`src/rtl/cam_pkg.sv`:
```
// Shared types and default geometry for the CAM search engine.
// The search FSM state encoding lives here so the bench and any wrappers agree on it.
package cam_pkg;

  localparam int CAM_DATA_WIDTH = 4;
  localparam int CAM_ADDR_WIDTH = 2;

  typedef enum logic [1:0] {
    IDLE   = 2'd0,
    SEARCH = 2'd1,
    DONE   = 2'd2
  } cam_state_t;

endpackage

```
`src/rtl/cam_storage.sv`:
```
// CAM table storage: entry data array plus per-entry valid bits.
// One synchronous write port and one combinational indexed read port.
module cam_storage #(
  parameter int DATA_WIDTH = 4,
  parameter int ADDR_WIDTH = 2
) (
  input  logic                  Clk,
  input  logic                  Rest,
  input  logic                  wr_en,
  input  logic [ADDR_WIDTH-1:0] wr_addr,
  input  logic [DATA_WIDTH-1:0] wr_data,
  input  logic [ADDR_WIDTH-1:0] rd_addr,
  output logic [DATA_WIDTH-1:0] rd_data,
  output logic                  rd_valid
);

  localparam int DEPTH = 2 ** ADDR_WIDTH;

  logic [DATA_WIDTH-1:0] mem [DEPTH];
  logic [DEPTH-1:0]      valid;

  // Data is left unreset on purpose; the valid bits alone define table contents.
  always_ff @(posedge Clk) begin
    if (wr_en) begin
      mem[wr_addr] <= wr_data;
    end
  end

  always_ff @(posedge Clk or negedge Rest) begin
    if (!Rest) begin
      valid <= '0;
    end else if (wr_en) begin
      valid[wr_addr] <= 1'b1;
    end
  end

  assign rd_data  = mem[rd_addr];
  assign rd_valid = valid[rd_addr];

endmodule

```
`src/rtl/cam_search_engine.sv`:
```
// Sequential CAM search: scans every entry once per search and reports the lowest match.
// Optional macro CAM_MATCH_COUNT_EN adds the Match_Count output and its hit counter.
//
// state  | meaning
// IDLE   | accepts writes and search strobes
// SEARCH | compares one entry per cycle, index 0 .. DEPTH-1
// DONE   | one-cycle Done pulse, results already visible
module cam_search_engine
  import cam_pkg::*;
#(
  parameter int DATA_WIDTH = CAM_DATA_WIDTH,
  parameter int ADDR_WIDTH = CAM_ADDR_WIDTH
) (
  input  logic                  Clk,
  input  logic                  Rest,
  input  logic                  Writ_Enable,
  input  logic [DATA_WIDTH-1:0] Data_IN,
  input  logic [ADDR_WIDTH-1:0] WR_Addr,
  input  logic                  CMP_Start,
  input  logic [DATA_WIDTH-1:0] CMP_Din,
  output logic                  Busy,
  output logic                  Done,
  output logic                  Match,
  output logic [ADDR_WIDTH-1:0] Match_Addr
`ifdef CAM_MATCH_COUNT_EN
  ,
  output logic [ADDR_WIDTH:0]   Match_Count
`endif
);

  localparam int CW = ADDR_WIDTH + 1;
  localparam logic [ADDR_WIDTH-1:0] LAST_IDX = ADDR_WIDTH'((2 ** ADDR_WIDTH) - 1);

  cam_state_t state, state_next;

  logic [DATA_WIDTH-1:0] key;
  logic [ADDR_WIDTH-1:0] index;
  logic                  hit;
  logic [ADDR_WIDTH-1:0] hit_addr;
  logic [DATA_WIDTH-1:0] rd_data;
  logic                  rd_valid;
  logic                  entry_hit;
  logic                  wr_accept;
  logic                  start_accept;
  logic                  last_cmp;

  assign wr_accept    = Writ_Enable && (state == IDLE);
  assign start_accept = CMP_Start && (state == IDLE);
  assign last_cmp     = (state == SEARCH) && (index == LAST_IDX);
  assign entry_hit    = rd_valid && (rd_data == key);

  cam_storage #(
    .DATA_WIDTH(DATA_WIDTH),
    .ADDR_WIDTH(ADDR_WIDTH)
  ) u_storage (
    .Clk      (Clk),
    .Rest     (Rest),
    .wr_en    (wr_accept),
    .wr_addr  (WR_Addr),
    .wr_data  (Data_IN),
    .rd_addr  (index),
    .rd_data  (rd_data),
    .rd_valid (rd_valid)
  );

  always_ff @(posedge Clk or negedge Rest) begin
    if (!Rest) begin
      state <= IDLE;
    end else begin
      state <= state_next;
    end
  end

  always_comb begin
    state_next = state;
    Busy       = 1'b0;
    Done       = 1'b0;
    case (state)
      IDLE: begin
        if (CMP_Start) begin
          state_next = SEARCH;
        end
      end
      SEARCH: begin
        Busy = 1'b1;
        if (index == LAST_IDX) begin
          state_next = DONE;
        end
      end
      DONE: begin
        Done       = 1'b1;
        state_next = IDLE;
      end
      default: state_next = IDLE;
    endcase
  end

  // Results load on the final compare so they are already valid while Done is high.
  always_ff @(posedge Clk or negedge Rest) begin
    if (!Rest) begin
      key        <= '0;
      index      <= '0;
      hit        <= 1'b0;
      hit_addr   <= '0;
      Match      <= 1'b0;
      Match_Addr <= '0;
    end else if (start_accept) begin
      key      <= CMP_Din;
      index    <= '0;
      hit      <= 1'b0;
      hit_addr <= '0;
    end else if (state == SEARCH) begin
      index <= index + ADDR_WIDTH'(1);
      if (entry_hit && !hit) begin
        hit_addr <= index;
      end
      hit <= hit | entry_hit;
      if (last_cmp) begin
        Match <= hit | entry_hit;
        if (hit) begin
          Match_Addr <= hit_addr;
        end else if (entry_hit) begin
          Match_Addr <= index;
        end else begin
          Match_Addr <= '0;
        end
      end
    end
  end

`ifdef CAM_MATCH_COUNT_EN
  logic [CW-1:0] hit_count;

  always_ff @(posedge Clk or negedge Rest) begin
    if (!Rest) begin
      hit_count   <= '0;
      Match_Count <= '0;
    end else if (start_accept) begin
      hit_count <= '0;
    end else if (state == SEARCH) begin
      hit_count <= hit_count + CW'(entry_hit);
      if (last_cmp) begin
        Match_Count <= hit_count + CW'(entry_hit);
      end
    end
  end
`else
  // Without the counter, Match and Match_Addr alone report the search result.
`endif

endmodule

```
`config.mk`:
```
export PLATFORM = sky130hd
export DESIGN_NAME = cam_search_engine
export DESIGN_NICKNAME = d
export VERILOG_FILES = /design/src/rtl/cam_pkg.sv /design/src/rtl/cam_storage.sv /design/src/rtl/cam_search_engine.sv
export SDC_FILE = /design/constraint.sdc
export NUM_CORES = 1
export LEC_CHECK = 0
export ABC_AREA = 1
export CORE_MARGIN = 2
export CORE_UTILIZATION = 40
export CTS_CLUSTER_DIAMETER = 60
export CTS_CLUSTER_SIZE = 8
export DETAILED_ROUTE_END_ITERATION = 6
export SLEW_MARGIN = 10
export SYNTH_ARGS = -nofsm -noshare
export SYNTH_HDL_FRONTEND = slang
export SYNTH_SLANG_ARGS = --single-unit
```
`constraint.sdc`:
```
create_clock -name Clk -period 1.6 [get_ports Clk]
set_input_delay 0.24 -clock Clk [delete_from_list [all_inputs] [get_ports Clk]]
set_output_delay 0.24 -clock Clk [all_outputs]
set_load 0.01 [all_outputs]
```
==> results of run 1 <==
[cell families (layout without fill, tap and decap cells)]
kind of cell,count (synthesis),count (layout)
adder cells (fa/ha/maj),1,1
buffers and inverters,21,58
flip-flops,34,34
AO/OA/AOI/OAI,17,17
AND/OR/NAND/NOR,86,86
[registers in the layout, summed over array words and instances, names as in the netlist]
register         flops
Match                1
index                2
u_storage.valid      4
state                2
hit_addr             2
key                  4
Match_Addr           2
hit                  1
u_storage.mem       16
[metrics by stage]
| stage | util, % | instances | setup slack, ns |
|---|---|---|---|
| 3_5_place_dp | 49.4 | 232 | 0.0653 |
| 2_1_floorplan | - | 159 | 0.224 |
| 6_report | 53.7 | 244 | 0.0753 |
| 3_3_place_gp | 49.4 | 232 | 0.0983 |
| 5_1_grt | 53.7 | 244 | -0.0769 |
| 4_1_cts | 51.8 | 240 | 0.0360 |
[worst max-delay path: cells and delay by family, from the launching register on]
kind,cells,cell delay [ns]
flops,1,0.44
simple gates,10,0.80
buf+inv,2,0.22
[cell usage in the layout (no fill, tap or decap), drive strengths merged]
master | Yosys | layout
clkdlybuf4s50 | 0 | 16
a21boi | 2 | 2
buf | 2 | 13
o21ai | 11 | 11
inv | 19 | 19
nand4 | 3 | 3
clkinv | 0 | 1
nand3 | 18 | 18
dlymetal6s2s | 0 | 1
a22o | 1 | 1
nand2 | 52 | 52
clkbuf | 0 | 7
ha | 1 | 1
a21oi | 3 | 3
dfrtp | 18 | 18
or2 | 2 | 2
nor2 | 11 | 11
edfxtp | 16 | 16
dlygate4sd2 | 0 | 1
[cell usage after synthesis]
cell type	instances
sky130_fd_sc_hd__nand3_1	16
sky130_fd_sc_hd__a21oi_1	3
sky130_fd_sc_hd__nor2_2	1
sky130_fd_sc_hd__a22o_1	1
sky130_fd_sc_hd__a21boi_1	2
sky130_fd_sc_hd__ha_1	1
sky130_fd_sc_hd__o21ai_0	10
sky130_fd_sc_hd__inv_1	15
sky130_fd_sc_hd__or2_0	2
sky130_fd_sc_hd__buf_6	1
sky130_fd_sc_hd__nand2_2	4
sky130_fd_sc_hd__nor2_4	1
sky130_fd_sc_hd__buf_4	1
sky130_fd_sc_hd__nand3_2	2
sky130_fd_sc_hd__o21ai_2	1
sky130_fd_sc_hd__dfrtp_1	18
sky130_fd_sc_hd__nand4_1	3
sky130_fd_sc_hd__nor2_1	9
sky130_fd_sc_hd__nand2_1	48
sky130_fd_sc_hd__inv_2	4
sky130_fd_sc_hd__edfxtp_1	16
[final cells by class]
type | count | area, um^2
multi-input cells | 104 | 526
clock buffers | 7 | 86.3
well taps | 48 | 60.1
clock inverters | 1 | 5.00
repair buffers | 31 | 283
inverters | 19 | 73.8
flip-flops and latches | 34 | 933
fillers | 338 | 1690
[power by group through the flow]
stage | clock, mW | combinational, mW | sequential [mW]
6_report | 0.643 | 1.36 | 1.23
5_1_grt | 0.711 | 1.54 | 1.26
4_1_cts | 0.657 | 1.22 | 1.25
3_5_place_dp | 0 | 1.23 | 1.27
3_3_place_gp | 0 | 1.20 | 1.26
2_1_floorplan | 0 | 0.880 | 1.23
[worst paths after layout]
check,to,slack [ns]
max,hit_addr[1]$_DFFE_PN0P_,0.08
max in group asynchronous,index[1]$_DFFE_PN0P_,1.10
min reg2reg,u_storage.valid[0]$_DFFE_PN0P_,0.47
min,state[0]$_DFFE_PN0P_,0.29
max reg2reg,hit_addr[1]$_DFFE_PN0P_,0.08
min in group Clk,u_storage.valid[0]$_DFFE_PN0P_,0.47
[routing by layer]
metal	vias to the layer above	global-route usage [%]	wire length, um
met5	-	0	0
met4	0	5.21	33
met3	4	5.82	128
met2	23	28.0	1480
met1	547	19.5	1340
li1	592	-	-
[timing repair]
| action | 4_1_cts | 5_1_grt |
|---|---|---|
| resized for setup | 1 | 12 |
| setup buffers | 0 | 4 |
| cloned | 0 | 0 |
| endpoints found under the setup margin | 1 | 7 |
| pin swaps | 0 | 7 |
==> metrics.txt, run 1 <==
Final Hold Violating Endpoints=0; kind of start point of the critical path=flop; Setup crit start=index[0]$_DFFE_PN0P_; post-synthesis net count=174; endpoint arrival time on the critical path=1.75 ns; first-pass GRT wire length=5.33 mm; clock transition at the registers of the reported paths=0.07 ns; TritonCTS buffer count=5; die area=4310 um^2; post-synthesis compound-gate area fraction=6.43%; H-tree levels=2; CP max FO=5; combinational family with the most area after synthesis=simple AND/OR/NAND/NOR gates; share of post-route cells with drive strength above 1=21.4%; average wire length per cell after detail routing=12.2 um; multiplexer fraction of the synthesized cell area=0%; pin count of the biggest net entering global routing=19; synthesized-area fraction occupied by adder cells=0.824%; number of max-cap violations=0; cell area after placement=1810 um^2; setup repair after global routing missed its margin=yes; height of the chip=65.6 um; routed via count=1166; run status=complete, no violations; leakage power=0.907 nW; max-slew violation count=0; mean area per synthesized cell=9.55 um^2; crit share post-route=95.3%; detailed placer's ending HPWL=2.22 mm; die boundary width=65.6 um; placer congestion estimate=0.833; vias in the first global route=1187; sequential element share of the synthesized area=61.3%; combined area of all synthesized cells=1520 um^2; Flop pwr share=38.1%; required time reported for the critical path endpoint=1.82 ns; final routed DRC violation total=0; Clk pwr share=19.9%; cell mode on critical path=sky130_fd_sc_hd__nand2_1; Post-Synth XOR/XNOR Area=0%; area of the core region=3660 um^2; Crit. End Element=flop; length in cells of the worst reg-to-reg path=12; transition time at the pin with the least slew margin=0.244 ns; type of the worst setup path=reg -> reg; All-Layer GR Usage=16.5%; cts-stage hold buffer count=0; areal power density over the cells=1640 nW/um^2; total wire length after detailed routing=2.99 mm; net switching fraction of the power=37.3%; largest area contributor in the synthesized netlist=sky130_fd_sc_hd__edfxtp_1; slowest cell on the critical path=sky130_fd_sc_hd__dfrtp_2; top-area cell type share of the netlist area=31.6%; CTS max path bufs=2; CP cell instances=buf_4 -> nand2_1 -> nand3_2 -> nand3_1 -> nand2_1 -> inv_1 -> nand2_2 -> nor2_4 -> nand2_2 -> nor2_2 -> nand3_1 -> nand2_1; Core Rows=22; Pwr Total=3.23 mW; Max transition margin=83.7%; worst vdd rail ir drop=0.778 mV; top-level port count=19; final critical path time including I/O delays and setup=1.52 ns; simple-gate share of the synthesized area=25.5%; # port buffers=18; relative contribution of combinational cells to total power=42.0%; switching component of the power=1.20 mW; delay contributed by the slowest stage of the critical path=0.44 ns; cell area after layout=1970 um^2; Critical R2R Launch=index[0]$_DFFE_PN0P_; Clock Latency Late Sink=0.28 ns; via density per instance=4.78; Pint=2.03 mW; antenna violations before repair=0; violation count after the first detailed-routing iteration=46; leading cell types by total area after synthesis=sky130_fd_sc_hd__edfxtp_1, sky130_fd_sc_hd__dfrtp_1, sky130_fd_sc_hd__nand2_1, sky130_fd_sc_hd__nand3_1, sky130_fd_sc_hd__inv_1; path type of the worst min-delay path=in -> async; master cell of the clock root buffer=sky130_fd_sc_hd__clkbuf_8; Starting Density=41.5%; remaining antenna violation count=0; number of clock sinks=34; upper clock frequency limit=656 MHz; worst hold slack across all endpoints=0.290 ns; number of antenna repair diodes=0; grt ovf=0; clock tree from TritonCTS=yes; Area Growth Syn to Fin=29.5%; Final nets=210; FF+latch count, synth=34; Post-Syn Instances=159; Clock Skew=0.00677 ns; Setup violations, final=0; post-synth cell types=21; Synth warnings=0; first-pass iteration count of the detailed router=4; post-route setup TNS=0 ns
No activity file was read; power rests on OpenSTA's default activity.
==> run 2: changes to the inputs <==
SLEW_MARGIN = 0   (was 10)
==> results of run 2 <==
No change in the layout: final DEF, timing and power equal those of run 1.
